<file path="config.mk">
export PLATFORM = sky130hd
export DESIGN_NAME = pc_sequencer
export DESIGN_NICKNAME = d
export VERILOG_FILES = /design/src/rtl/pc_sequencer_pkg.sv /design/src/rtl/pc_ras.sv /design/src/rtl/pc_sequencer.sv
export SDC_FILE = /design/constraint.sdc
export NUM_CORES = 1
export LEC_CHECK = 0
export CORE_ASPECT_RATIO = 0.9
export CORE_UTILIZATION = 55
export CTS_BUF_LIST = sky130_fd_sc_hd__clkbuf_8
export CTS_CLUSTER_SIZE = 16
export DETAILED_ROUTE_END_ITERATION = 16
export GPL_TIMING_DRIVEN = 1
export PLACE_DENSITY = 0.78
export SLEW_MARGIN = 10
export SYNTH_ARGS = -nofsm -noshare
export SYNTH_HDL_FRONTEND = slang
export SYNTH_SLANG_ARGS = --single-unit
</file>
<file path="constraint.sdc">
create_clock -name clk -period 3.3 [get_ports clk]
set_clock_uncertainty 0.05 [all_clocks]
set_input_delay 0.66 -clock clk [delete_from_list [all_inputs] [get_ports clk]]
set_output_delay 0.66 -clock clk [all_outputs]
set_load 0.02 [all_outputs]
</file>
<file path="src/rtl/pc_sequencer_pkg.sv">
// Shared encodings for the program-counter sequencer: redirect kinds and FSM states.
package pc_sequencer_pkg;

  typedef enum logic [1:0] {
    RK_JUMP = 2'd0,
    RK_CALL = 2'd1,
    RK_RET  = 2'd2,
    RK_RSVD = 2'd3
  } redirect_kind_e;

  typedef enum logic {
    ST_BOOT = 1'b0,
    ST_RUN  = 1'b1
  } state_e;

endpackage

</file>
<file path="src/rtl/pc_ras.sv">
// Return-address stack: circular buffer whose count saturates; a push when full drops the oldest.
module pc_ras #(
  parameter int unsigned XLEN      = 32,
  parameter int unsigned RAS_DEPTH = 4
) (
  input  logic            clk,
  input  logic            reset,
  input  logic            push,
  input  logic [XLEN-1:0] push_data,
  input  logic            pop,
  output logic [XLEN-1:0] pop_data,
  output logic            empty,
  output logic            full,
  output logic            overflow
);

  localparam int unsigned PtrW = $clog2(RAS_DEPTH);

  logic [XLEN-1:0] mem_q [RAS_DEPTH];
  logic [PtrW-1:0] ptr_q;
  logic [PtrW:0]   count_q;
  logic [PtrW-1:0] top_idx;

  // ptr_q is the next write slot, so the newest entry sits just below it.
  assign top_idx  = ptr_q - PtrW'(1);
  assign pop_data = mem_q[top_idx];
  assign empty    = (count_q == '0);
  assign full     = (count_q == (PtrW + 1)'(RAS_DEPTH));
  assign overflow = push && full;

  always_ff @(posedge clk) begin
    if (reset) begin
      ptr_q   <= '0;
      count_q <= '0;
    end else if (push) begin
      ptr_q <= ptr_q + PtrW'(1);
      if (!full) count_q <= count_q + (PtrW + 1)'(1);
    end else if (pop && !empty) begin
      ptr_q   <= top_idx;
      count_q <= count_q - (PtrW + 1)'(1);
    end
  end

  always_ff @(posedge clk) begin
    if (!reset && push) mem_q[ptr_q] <= push_data;
  end

endmodule

</file>
<file path="src/rtl/pc_sequencer.sv">
// Program counter with fetch handshake, redirects, RAS-backed returns, traps and alignment faults.
module pc_sequencer
  import pc_sequencer_pkg::*;
#(
  parameter int unsigned     XLEN         = 32,
  parameter logic [XLEN-1:0] RESET_VECTOR = 32'h0000_0000,
  parameter logic [XLEN-1:0] TRAP_VECTOR  = 32'h0000_0100,
  parameter int unsigned     STEP         = 4,
  parameter int unsigned     RAS_DEPTH    = 4
) (
  input  logic            clk,
  input  logic            reset,
  input  logic            stall,
  input  logic            fetch_ready,
  input  logic            redirect_valid,
  input  logic [1:0]      redirect_kind,
  input  logic [XLEN-1:0] redirect_target,
  input  logic [XLEN-1:0] redirect_link,
  input  logic            trap,
  input  logic            trap_return,
  output logic [XLEN-1:0] pc,
  output logic            fetch_valid,
  output logic [XLEN-1:0] epc,
  output logic            misalign_fault,
  output logic            ras_overflow,
  output logic            ras_underflow
);

  localparam logic [XLEN-1:0] StepInc   = XLEN'(STEP);
  localparam logic [XLEN-1:0] AlignMask = XLEN'(STEP - 1);

  state_e          state_q, state_d;
  logic [XLEN-1:0] pc_q, pc_d, epc_q, epc_d;
  logic            misalign_q, misalign_d;
  logic            overflow_q, underflow_q, underflow_d;

  redirect_kind_e  kind;
  logic            ras_push, ras_pop, ras_empty, ras_full, ras_ovf;
  logic [XLEN-1:0] ras_data, target;

  assign kind = redirect_kind_e'(redirect_kind);

  pc_ras #(
    .XLEN      (XLEN),
    .RAS_DEPTH (RAS_DEPTH)
  ) u_ras (
    .clk       (clk),
    .reset     (reset),
    .push      (ras_push),
    .push_data (redirect_link),
    .pop       (ras_pop),
    .pop_data  (ras_data),
    .empty     (ras_empty),
    .full      (ras_full),
    .overflow  (ras_ovf)
  );

  // Returns fall back to the supplied target when the stack has nothing to offer.
  assign target = (kind == RK_RET && !ras_empty) ? ras_data : redirect_target;

  assign fetch_valid = (state_q == ST_RUN) && !stall;

  always_comb begin
    state_d     = state_q;
    pc_d        = pc_q;
    epc_d       = epc_q;
    misalign_d  = 1'b0;
    underflow_d = 1'b0;
    ras_push    = 1'b0;
    ras_pop     = 1'b0;
    unique case (state_q)
      ST_BOOT: state_d = ST_RUN;
      ST_RUN: begin
        if (trap) begin
          epc_d = pc_q;
          pc_d  = TRAP_VECTOR;
        end else if (trap_return) begin
          pc_d = epc_q;
        end else if (redirect_valid) begin
          ras_push    = (kind == RK_CALL);
          ras_pop     = (kind == RK_RET) && !ras_empty;
          underflow_d = (kind == RK_RET) && ras_empty;
          if ((target & AlignMask) != '0) begin
            pc_d       = TRAP_VECTOR;
            epc_d      = target;
            misalign_d = 1'b1;
          end else begin
            pc_d = target;
          end
        end else if (fetch_valid && fetch_ready) begin
          pc_d = pc_q + StepInc;
        end
      end
      default: state_d = ST_BOOT;
    endcase
  end

  always_ff @(posedge clk) begin
    if (reset) begin
      state_q     <= ST_BOOT;
      pc_q        <= RESET_VECTOR;
      epc_q       <= '0;
      misalign_q  <= 1'b0;
      overflow_q  <= 1'b0;
      underflow_q <= 1'b0;
    end else begin
      state_q     <= state_d;
      pc_q        <= pc_d;
      epc_q       <= epc_d;
      misalign_q  <= misalign_d;
      overflow_q  <= ras_ovf;
      underflow_q <= underflow_d;
    end
  end

  assign pc             = pc_q;
  assign epc            = epc_q;
  assign misalign_fault = misalign_q;
  assign ras_overflow   = overflow_q;
  assign ras_underflow  = underflow_q;

endmodule

</file>
-- Yosys cells after proc, flatten, opt, wreduce, memory -nomap -nowiden
Memory sizes are Yosys's and may differ from the RTL's.
Cells that the tools add are included.
- flip-flop bits (word level): 73
- memory bits (writable): 128
- output and inout port bits: 68
- memories kept: 1
- $add $sub $neg: 5
- equality and inequality tests: 5
- mux-type cells: 27
- bitwise gates (word level): 2
- reduce and logical (&&, ||, !) cells: 20
- memories (name ; depth ; bits a word ; rd ports ; clocked after Yosys merged registers in ; wr ports ; RTL line ; source):
    u_ras.mem_q ; 4 ; 32 ; 1 ; 0 ; 1 ; pc_ras.sv:19 ; logic [XLEN-1:0] mem_q [RAS_DEPTH];
- operator list (kind ; count):
    2-to-1 mux 32 bit ; 10
    adder 32 x 3 -> 32 bit, second input constant ; 1
    nonzero test 32 bit ; 1
    2-to-1 mux 1 bit ; 12
    2-to-1 mux 3 bit ; 3
    logical AND 1 bit ; 7
    nonzero test 2 bit ; 3
    OR reduction 5 bit ; 1
    2-to-1 mux 2 bit ; 2
    inequality test 2 bit, second input constant ; 2
    AND reduction 2 bit ; 2
    AND reduction 4 bit ; 1
    nonzero test 4 bit ; 1
    adder 3 x 1 -> 3 bit, second input constant ; 1
    == test 3 bit, second input constant ; 1
    logical NOT 1 bit ; 3
    logical NOT 3 bit ; 1
    subtractor 3 x 1 -> 3 bit, second input constant ; 1
    adder 2 x 1 -> 2 bit, second input constant ; 1
    == test 2 x 1 -> 1 bit, second input constant ; 1
    == test 2 bit, second input constant ; 1
    inverter 1 bit ; 2
    subtractor 2 x 1 -> 2 bit, second input constant ; 1

-- Depth between registers and ports, before layout
Gate-level depths: netlist of the first run.
- depth after elaboration: 10
- gate-level depth with buffers: 12

-- Modules after synthesis
Synthesis of the first run repeated with hierarchy kept, for this count alone.
- cell total of the unflattened synthesis: 842
- area, all modules: 9701.8 um^2
- by module, submodules not included (module ; instances ; cells an instance ; area each (um^2) ; sequential area each (um^2)):
    pc_ras ; 1 ; 217 ; 5009.8 ; 3943.8
    pc_sequencer ; 1 ; 625 ; 4692.0 ; 1361.3

-- Worst setup path after synthesis of the first run
No wires, ideal clock.
- path kind: register to register
- from: register u_ras.ptr_q[0]
- to: register pc_q[12], in the netlist pc[12]
- library setup time: 86 ps
- arrival time: 2865 ps
- slack: 298 ps
- cell stages (with the launch flop): 13
- buffers on the path: 5
- cells stage by stage: dfxtp_1 > buf_6 > buf_2 > inv_1 > ha_1 > clkbuf_1 > mux4_2 > nor4_4 > and2_1 > buf_4 > buf_6 > o21ai_1 > a221oi_2
- word-level cells in the longest chain between the ends: 8
- ends and longest elaborated chain (element ; RTL line ; source):
    start, declared ; pc_ras.sv:20 ; logic [PtrW-1:0] ptr_q;
    start signal, assigned ; pc_ras.sv:36 ; ptr_q <= ptr_q + PtrW'(1);
    start signal, assigned ; pc_ras.sv:39 ; ptr_q <= top_idx;
    subtractor 2 x 1 -> 2 bit * ; pc_ras.sv:25 ; assign top_idx = ptr_q - PtrW'(1);
    memory read (4 x 32 bit) * ; n/a ;
    2-to-1 mux 32 bit * ; pc_sequencer.sv:59 ; assign target = (kind == RK_RET && !ras_empty) ? ras_data : redirect_target;
    nonzero test 32 bit ; pc_sequencer.sv:83 ; if ((target & AlignMask) != '0) begin
    2-to-1 mux 32 bit * ; pc_sequencer.sv:83 ;
    2-to-1 mux 32 bit * ; pc_sequencer.sv:79 ; end else if (redirect_valid) begin
    2-to-1 mux 32 bit * ; pc_sequencer.sv:77 ; end else if (trap_return) begin
    2-to-1 mux 32 bit * ; pc_sequencer.sv:74 ; if (trap) begin
    end signal, assigned ; pc_sequencer.sv:108 ; pc_q <= pc_d;
    end, declared ; pc_sequencer.sv:33 ; logic [XLEN-1:0] pc_q, pc_d, epc_q, epc_d;
Mark *: on every way between the ends. The rest lies on a longest branch, timed or not.
A chain may end at the register's enable or synchronous reset.

-- Worst setup path after layout of the first run
- from: register u_ras.ptr_q[1]
- to: register pc_q[20], in the netlist pc[20]
The elaborated chain is that of the path after synthesis.

==> results of run 1 <==
-- cells in the mapped netlist, drive strengths merged, types with 6 or more instances --
library cell	number
edfxtp	128
mux2	29
a221oi	31
mux4	32
a22oi	7
o211ai	18
o21ai	90
a221o	11
clkbuf	53
a21oi	55
and2	6
xnor2	9
nand3	28
nor4	13
buf	15
nor3	12
o31a	8
nand2b	16
nand2	68
dfxtp	73
nor2	14
nand4	10
inv	23
-- worst register-to-register path, delay by kind of cell, from the launching register on --
kind            cells  cell delay, ps
simple gates        2             510
buf+inv             3             580
fa+ha+maj           1             320
compound gates      2             460
flops               1             390
mux                 1             400
-- flip-flops by register name, indices dropped and copies added, names as in the netlist, 2 cells and up --
register and cells:
u_ras.ptr_q 2, pc 32, u_ras.mem_q 128, u_ras.count_q 3
epc 32
-- layer usage --
| metal | track usage | vias to the layer above | share of wire |
|---|---|---|---|
| li1 | - | 3439 | - |
| met1 | 0.419 | 3638 | 0.44 |
| met2 | 0.423 | 417 | 0.45 |
| met3 | 0.0370 | 49 | 0.083 |
| met4 | 0.0863 | 0 | 0.025 |
| met5 | 0 | - | 0 |
-- cell families after synthesis --
family / count (synthesis)
muxes: 63
xor gates and xnor gates: 9
adders and majority gates: 6
and+or+nand+nor: 189
DFF: 201
AOI/OAI and AO/OA: 252
buffers and inverters: 92
-- power by group through the flow --
stage,combinational [W],clock [W],sequential (W)
2_1_floorplan,0.000229,0,0.00282
3_3_place_gp,0.000511,0,0.00280
3_5_place_dp,0.000520,0,0.00280
4_1_cts,0.000522,0.00198,0.00274
5_1_grt,0.000564,0.00209,0.00275
6_report,0.000528,0.00195,0.00275
-- stage by stage --
step | instance area [sq um] | power, W
global route | 11800 | 0.00540
floorplan | 9520 | 0.00305
finish | 11800 | 0.00522
detailed placement | 11200 | 0.00332
global placement | 11200 | 0.00331
CTS | 11800 | 0.00525
-- area by class of cell --
class,instances,share of cell area
inverters,24,0.00764
well taps,211,0.0224
clock buffers,35,0.0409
flip-flops and latches,201,0.450
clock inverters,23,0.00902
repair buffers,174,0.144
multi-input cells,519,0.326
-- worst paths after layout --
check | slack (ps) | to | depth (start not counted)
setup reg to reg | 510 | pc[20] | 9
hold / removal | 420 | epc[9] | 2
hold reg to reg | 420 | epc[9] | 2
setup / recovery | 510 | pc[20] | 9
==> impl_results.md, run 1 <==
- Outcome: complete, no violations
- Reg-to-Reg Start: u_ras.ptr_q[1]
- RD Place Congestion: between 0.8 and 0.9
- Period Utilization, post-route: 0.846
- Vias per cell: about 6.4
- Slowest CP cell: mux4_2
- Number of CTS-inserted buffers: 31
- CP Launch Point: u_ras.ptr_q[1]
- Slew of the pin with the lowest slew margin: between 800 and 900 ps
- CTS resizes: 0
- Starting Density: 0.564
- Power share of the combinational group: 0.101
- Maximum vdd drop: between 0.3 and 0.4 mV
- Antenna diodes: 0
- Hold crit path type: flip-flop to flip-flop
- Routed wire length: between 20 and 25 mm
- Post-synth EDFFs: approximately 130
- Mapped Area: 0.00952 sq mm
- Ys Warns: 0
- Mapped Cells: between 800 and 900
- Flop pwr share: 0.526
- CP Capture Type: flip-flop
- Final Util: 0.698
- Critical path required time: 3730 ps
- Worst setup SP type: flip-flop
- Die area: around 0.018 sq mm
- Nets: roughly 1000
- Min cycle time layout: about 2800 ps
- Area leader, netlist: edfxtp_1
- Sw Pwr: roughly 0.0013 W
- Root Driver: clkbuf_8
- Top cell type's share of synthesized area: 0.404
- H-tree depth: 1
- Routed Antenna Nets: 0
- Dpl hpwl: around 17 mm
- Register area share after synthesis: 0.557
- Setup WS pre-CTS: between 300 and 400 ps
- Critical path's most frequent cell: buf_4
- Bufs and invs on worst path: 3
- Switching Share: 0.248
- Net count after synthesis: slightly below 900
- Storage cell area: between 0.005 and 0.006 sq mm
- Most frequent cells in the layout: clkdlybuf4s50_1 (138), edfxtp_1 (128), o21ai_0 (86), dfxtp_1 (72), nand2_1 (68)
- Final worst slack: between 500 and 600 ps
- F_max: 358 MHz
- Core ar.: around 0.017 sq mm
- Final non-filler cell total: ~1200
- RSZ-0062 raised after global routing: false
- Final Slew Violations: 0
- Layout cells sized above 1: 0.162
- Placed insts: about 1100
- Mux cell area share after synthesis: 0.112
- Fill count: 1255
- TritonCTS clock tree: done
- Worst EP arrival: ~3200 ps
- Clk network pwr share: 0.373
- Vias in the first global route: approximately 6800
- Via count: between 7000 and 8000
- Overall global routing resource usage: 0.279
- Compound-gate portion of the synthesized area: 0.173
- Commonest non-fill, non-tap cell in the layout: clkdlybuf4s50_1
- Crit-path leading delay family: buffers and inverters
- Flops & latches, synth: 201
- Fin. Hold Viols: 0
- Slew headroom: 0.457
- Clock Latency Late Sink: approximately 590 ps
- Synth-to-layout area growth: 23.8%
- Internal cell power: roughly 0.0039 W
- Largest net degree at the start of global routing: between 70 and 80
- Grt total ovfl: 0
- Clock Sinks: between 200 and 250
- Die H: around 130 microns
- Worst-path cell chain: inv_1 > ha_1 > buf_4 > mux4_2 > nor4_4 > and2_1 > buf_4 > a211oi_1 > a221oi_1
- Synth Area in Simple Gates: 0.100
- FP Rows: between 40 and 50
- P_leak: between 3 and 4 nW
- Multi-input logic area: between 0.003 and 0.004 sq mm
- P per Cell Area: approximately 440 mW/mm^2
- Worst Min Path Start: epc[9]
- Top post-synthesis cells by area: edfxtp_1 (40%), dfxtp_1 (15%), mux4_2 (7.6%)
- Clock-pin slew of the registers on the worst-case setup and hold paths: 70 ps
- Post-Synth Adder-Cell Area: 0.00867
- CP max FO: 15
- Post-Synth XOR/XNOR Area: 0.00828
- First-pass GRT wire length: ~38 mm
- Worst hold-check slack: 422 ps
- Clock Tree Buf Depth: 3
- Largest family of logic cells by synthesized area: compound AO/OA/AOI/OAI gates
- Setup bufs post-CTS: 0
- Number of max-cap violations: 0
- Drt drc: 0
- Initial DRC Count: between 700 and 800
- Die Wd: 141 microns
- Distinct cells, synth: 55
- Port Buffers: 140
- CP max stage delay: ~400 ps
- Setup Crit Path Kind: flip-flop to flip-flop
- Hold_buf cts: 0
- Drt first pass iters: 5
- Async SR Flop Fraction: 0
- Initial antenna violation count: 0
- Post-route setup TNS: 0 ps
- Avg Inst Size Synth: about 12 sq um
- DR WL/cell: 20.9 microns
- Ys flop type: edfxtp_1
- Final setup violation count: 0
- IO Count: approximately 140
Note: power is estimated with default switching activity, not from simulation.
==> run 2, diff against run 1 <==
- CORE_UTILIZATION: 55 -> 51
- PLACE_DENSITY: 0.78 -> 0.76
- clock period: 3.3 -> 2.3 ns (I/O delays scaled with it)
==> impl_results.md, run 2 (synthesized netlist as in run 1, its figures left out) <==
- TritonCTS clock tree: done
- Number of max-cap violations: 0 (unchanged)
- Setup WS pre-CTS: -273 ps (-631 ps)
- Final instance area: 0.0129 sq mm (+9.0%)
- Hold crit path type: primary input to flip-flop
- Antenna diodes: 0 (unchanged)
- Placed insts: 1225 (+8.5%)
- IO Count: 141 (unchanged)
- Final worst slack: 5.38 ps (-501 ps)
- Fin. Hold Viols: 0 (unchanged)
- Starting Density: 0.519 (-0.0448)
- CP max stage delay: 400 ps (about the same)
- Grt total ovfl: 0 (unchanged)
- Clock Sinks: 201 (unchanged)
- Commonest non-fill, non-tap cell in the layout: clkdlybuf4s50_1
- Final non-filler cell total: 1293 (+8.9%)
- Area after detailed placement: 0.0119 sq mm (+6.5%)
- Crit-path leading delay family: buffers and inverters
- Drt first pass iters: 5 (unchanged)
- Clock Latency Late Sink: 600 ps (about the same)
- Die area: 0.0192 sq mm (+7.7%)
- Die H: 132 microns (+3.8%)
- Fill count: 1303 (+3.8%)
- CP max FO: 9 (-6)
- Routed wire length: 27.3 mm (+9.8%)
- Final Slew Violations: 0 (unchanged)
- Setup Crit Path Kind: flip-flop to flip-flop
- RSZ-0062 raised after global routing: true
- Routed Antenna Nets: 0 (unchanged)
- Worst EP arrival: 2740 ps (-480 ps)
- F_max: 436 MHz (+22%)
- Number of CTS-inserted buffers: 31 (unchanged)
- Die Wd: 146 microns (+3.8%)
- Min cycle time layout: 2290 ps (-499 ps)
- Via count: 7977 (+5.8%)
- Initial antenna violation count: 0 (unchanged)
- Dpl hpwl: 18.6 mm (+11%)
- Final setup violation count: 0 (unchanged)
- Nets: 1102 (+7.0%)
- RD Place Congestion: 0.913 (+4.4%)
- Initial DRC Count: 885 (+21%)
- Outcome: complete, no violations
- Slew headroom: 0.565 (+0.108)
- Slowest CP cell: dfxtp_4
- Port Buffers: 140 (unchanged)
- Critical path required time: 2750 ps (-980 ps)
- P per Cell Area: 641 mW/mm^2 (+45%)
- Vias per cell: 6.17 (-2.9%)
- Most frequent cells in the layout: clkdlybuf4s50_1 (133), edfxtp_1 (128), buf_4 (88), o21ai_0 (70), dfxtp_1 (67)
- Worst setup SP type: flip-flop
- Period Utilization, post-route: 0.998 (+0.151)
- DR WL/cell: 21.1 microns (+0.81%)
- Overall global routing resource usage: 0.274 (-0.00448)
- Metal1 wirelength: 11.2 mm (+2.5%)
- Layout cells sized above 1: 0.264 (+0.102)
- CP Capture Type: flip-flop
- Highest Signal Layer: met4
- Final Util: 0.700 (+0.00242)
- Synth-to-layout area growth: 34.9%
- FP Rows: 47 (+4.4%)
- P_leak: 4.27 nW (+14%)
- Multi-input logic area: 0.00402 sq mm (+4.4%)
- Power Total: 0.00824 W (+58%)
- Vias in the first global route: 7387 (+8.0%)
- Maximum vdd drop: 0.545 mV (+43%)
- Max reg flops: 128 (unchanged)
- Hold_buf cts: 0 (unchanged)
- Core ar.: 0.0183 sq mm (+8.6%)
- Storage cell area: 0.00532 sq mm (+0.17%)
- Clock-pin slew of the registers on the worst-case setup and hold paths: 70 ps (about the same)
- First-pass GRT wire length: 40.9 mm (+6.7%)
- Root Driver: clkbuf_8
- Slew of the pin with the lowest slew margin: 653 ps (-161 ps)
- Bufs and invs on worst path: 3 (unchanged)
- Met3 WL: 2.48 mm (+20%)
- Met2 wire len: 12.7 mm (+13%)
- Top reg by flops: u_ras.mem_q
- Largest net degree at the start of global routing: 64 (-9.9%)
- H-tree depth: 1 (unchanged)
- Clock Tree Buf Depth: 3 (unchanged)
- Drt drc: 0 (unchanged)
- Worst-path cell chain: inv_8 > ha_4 > mux4_2 > nor4_4 > buf_4 > o31a_4 > clkbuf_16 > nand2_1 > a21oi_1
## run 2: cell types whose count changed in the layout (fill, tap and decap cells not counted), sizes merged
cell           delta
clkdlybuf4s50     -5
buf              +68
clkinv            +2
inv               -5
bufinv            +6
dlygate4sd2       +4
dlymetal6s2s      +1
clkinvlp          +1
## run 2: stage by stage
step	hold slack, ps	TNS [ps]
3_3_place_gp	410	-27550
2_1_floorplan	439	-13090
5_1_grt	335	-554
6_report	349	0
3_5_place_dp	414	-36080
4_1_cts	309	-5.94
## run 2: layer usage
metal  up-vias  track usage
li1       3595            -
met1      3851        0.380
met2       456        0.441
met3        75       0.0476
met4         0       0.0891
met5         -            0
## run 2: repair_timing
item | in CTS | in global routing
gates cloned | 0 | 4
resized for setup | 5 | 20
setup endpoints to repair | 10 | 54
buffers inserted | 0 | 6
pin swaps | 0 | 8
## run 2: worst paths after layout
kind / from / end / slack, ps / depth (start not counted)
worst min register to register: epc[3] / epc[3] / 420 / 2
worst max-delay path: u_ras.ptr_q[0] / epc[25] / 5 / 9
worst min-delay path: trap / ras_underflow / 350 / 5
worst max register to register: u_ras.ptr_q[0] / epc[25] / 5 / 9
## run 2: tightest hold or removal path, cell delays in order
cell and delay, ps:
buf_2 130, nor4bb_4 60, buf_4 150, nand2_1 100, nor3_1 60
## run 2: area by class of cell
cell class | instances | share of cell area
Sequential cell | 201 | 0.414
Tap cell | 245 | 0.0239
Inverter | 24 | 0.00759
Clock inverter | 27 | 0.0223
Multi-Input combinational cell | 519 | 0.313
Clock buffer | 31 | 0.0332
Timing Repair Buffer | 246 | 0.187
## run 2: power by group
part           internal [W]  total, W  switching, W
clock network       0.00196   0.00341       0.00145
registers           0.00388   0.00394     0.0000553
logic              0.000427  0.000898      0.000471
==> run 3, diff against run 2 <==
- CORE_UTILIZATION: 51 -> 49
- CTS_BUF_LIST: sky130_fd_sc_hd__clkbuf_8 -> sky130_fd_sc_hd__clkbuf_16
- MAX_ROUTING_LAYER: unset -> met4
- PLACE_DENSITY: 0.76 -> 0.73
==> impl_results.md, run 3 (synthesized netlist as in run 1, its figures left out) <==
- Die area: 0.0200 sq mm (+4.0%)
- Setup WS pre-CTS: -300 ps (-27.5 ps)
- Slew headroom: 0.558 (-0.00664)
- Port Buffers: 140 (unchanged)
- Reg-to-Reg Start: u_ras.ptr_q[0]
- Synth-to-layout area growth: 36.8%
- Outcome: finished, violations left
- Top reg by flops: u_ras.mem_q
- Final instance area: 0.0130 sq mm (+1.4%)
- Storage cell area: 0.00531 sq mm (about the same)
- CP Capture Type: flip-flop
- F_max: 423 MHz (-3.0%)
- First-pass GRT wire length: 41.1 mm (+0.42%)
- Met1 Use GR: 0.397 (+0.0170)
- Antenna diodes: 0 (unchanged)
- Final worst slack: -65.3 ps (-70.7 ps)
- Flop2flop setup slack: -70 ps (-70 ps)
- Most frequent cells in the layout: clkdlybuf4s50_1 (137), edfxtp_1 (128), buf_4 (79), dfxtp_1 (70)
- Initial antenna violation count: 0 (unchanged)
- Hold crit path type: flip-flop to flip-flop
- Clock-pin slew of the registers on the worst-case setup and hold paths: 60 ps (about the same)
- TritonCTS clock tree: done
- R2R Path End: pc[17]
- Gr busiest metal: met2
- Fill count: 1371 (+5.2%)
- Multi-input logic area: 0.00409 sq mm (+1.7%)
- GRT met3 Usage: 0.0439 (-0.00369)
- Worst EP arrival: 2730 ps (about the same)
- P_leak: 4.26 nW (-0.10%)
- Hold endpoint: epc[4]
- Clock Sinks: 201 (unchanged)
- R2R cell count: 8 (-1)
- Final Slew Violations: 0 (unchanged)
- Largest net degree at the start of global routing: 71 (+11%)
- RD Place Congestion: 0.898 (-1.6%)
- Min cycle time layout: 2370 ps (+70.7 ps)
- Critical path's most frequent cell: a221oi_1
- Setup Crit Path Kind: flip-flop to flip-flop
- Worst-path cell chain: inv_8 > ha_4 > mux4_2 > nor4_4 > and2_4 > buf_12 > a221oi_1 > a221oi_1
- Hold-critical path depth: 2 (-3)
- Layout cells sized above 1: 0.256 (-0.00850)
- Starting Density: 0.509 (-0.00979)
- Max reg flops: 128 (unchanged)
- Hold_buf cts: 0 (unchanged)
- Number of max-cap violations: 0 (unchanged)
- Critical path required time: 2660 ps (-90 ps)
- Maximum vdd drop: 0.589 mV (+8.0%)
- Bufs and invs on worst path: 2 (-1)
- RSZ-0062 raised after global routing: true
- Initial DRC Count: 837 (-5.4%)
- FP Rows: 47 (unchanged)
- Root Driver: clkbuf_16
- DR WL/cell: 21.3 microns (+0.96%)
- P per Cell Area: 633 mW/mm^2 (-1.2%)
- Slowest CP cell: dfxtp_4
- Met2 Track Usage GR: 0.405 (-0.0356)
- Core ar.: 0.0187 sq mm (+1.9%)
- Number of CTS-inserted buffers: 22 (-29%)
- Overall global routing resource usage: 0.276 (+0.00148)
- Die H: 134 microns (+2.0%)
- Routed wire length: 27.2 mm (-0.29%)
- CP max stage delay: 420 ps (+20 ps)
- Vias per cell: 6.16 (-0.12%)
- Final Util: 0.697 (-0.00365)
- Vias in the first global route: 7345 (-0.57%)
- Clock Tree Buf Depth: 3 (unchanged)
- Commonest non-fill, non-tap cell in the layout: clkdlybuf4s50_1
- Clock Latency Late Sink: 530 ps (-70 ps)
- Via count: 7869 (-1.4%)
- Crit-path leading delay family: simple AND/OR/NAND/NOR gates
- Period Utilization, post-route: 1.03 (+0.0307)
- IO Count: 141 (unchanged)
- Drt drc: 0 (unchanged)
- Worst setup SP type: flip-flop
- Fin. Hold Viols: 0 (unchanged)
- Area after detailed placement: 0.0121 sq mm (+1.1%)
- Final setup violation count: 9 (+9)
- CP max FO: 18 (+9)
- Violations in the final reports: negative setup slack
- H-tree depth: 1 (unchanged)
- Drt first pass iters: 5 (unchanged)
- Grt total ovfl: 0 (unchanged)
- Die Wd: 149 microns (+2.0%)
- Dpl hpwl: 18.6 mm (+0.40%)
- Nets: 1095 (-0.64%)
- Slew of the pin with the lowest slew margin: 663 ps (+9.95 ps)
- Routed Antenna Nets: 0 (unchanged)
- Worst Min Path Start: epc[4]
==> run 3: timing repair <==
item                                    CTS  global route
pin swaps                                 0            11
setup buffers                             0            10
endpoints found under the setup margin   46            54
resized for setup                         2            36
gates cloned                              0             2
==> run 3: cell type report <==
type | count | share of cell area
flip-flops and latches | 201 | 0.408
multi-input cells | 519 | 0.313
repair buffers | 248 | 0.194
clock buffers | 22 | 0.0422
well taps | 245 | 0.0235
clock inverters | 18 | 0.0120
inverters | 24 | 0.00749
==> run 3: worst reg2reg max path, cell delays in order (launching register included) <==
cell and delay [ps]:
dfxtp_4 420, inv_8 40, ha_4 270, mux4_2 360, nor4_4 340, and2_4 220
buf_12 170, a221oi_1 100, a221oi_1 290
==> run 3: how the worst max path moves through the flow <==
stage	startpoint	end	slack [ps]	cells after the start
floorplan	u_ras.ptr_q[0]	pc[31]	-340	12
global placement	trap_return	u_ras.count_q[2]	-260	7
detailed placement	trap_return	u_ras.mem_q[3][8]	-300	6
CTS	u_ras.ptr_q[0]	pc[8]	-70	8
global route	u_ras.ptr_q[0]	pc[20]	-150	8
finish	u_ras.ptr_q[0]	pc[17]	-70	8
==> run 3: per-layer routing <==
metal  vias up  wire (microns)
met5         -               0
met4         0             782
met3        64            2430
met2       441           12300
met1      3789           11700
li1       3575               -
==> run 3: report_power, final <==
part	internal (W)	switching (W)	total (W)
registers	0.00388	0.0000544	0.00393
logic	0.000427	0.000467	0.000895
clock network	0.00198	0.00145	0.00342
==> run 3: metrics by stage <==
| stage | std cells | hold slack [ps] | TNS [ps] | total power [W] |
|---|---|---|---|---|
| global placement | 1226 | 409 | -33240 | 0.00484 |
| detailed placement | 1226 | 408 | -41730 | 0.00485 |
| global route | 1277 | 428 | -4000 | 0.00849 |
| CTS | 1266 | 390 | -651 | 0.00825 |
| floorplan | 812 | 439 | -13090 | 0.00441 |
| finish | 1277 | 418 | -149 | 0.00825 |
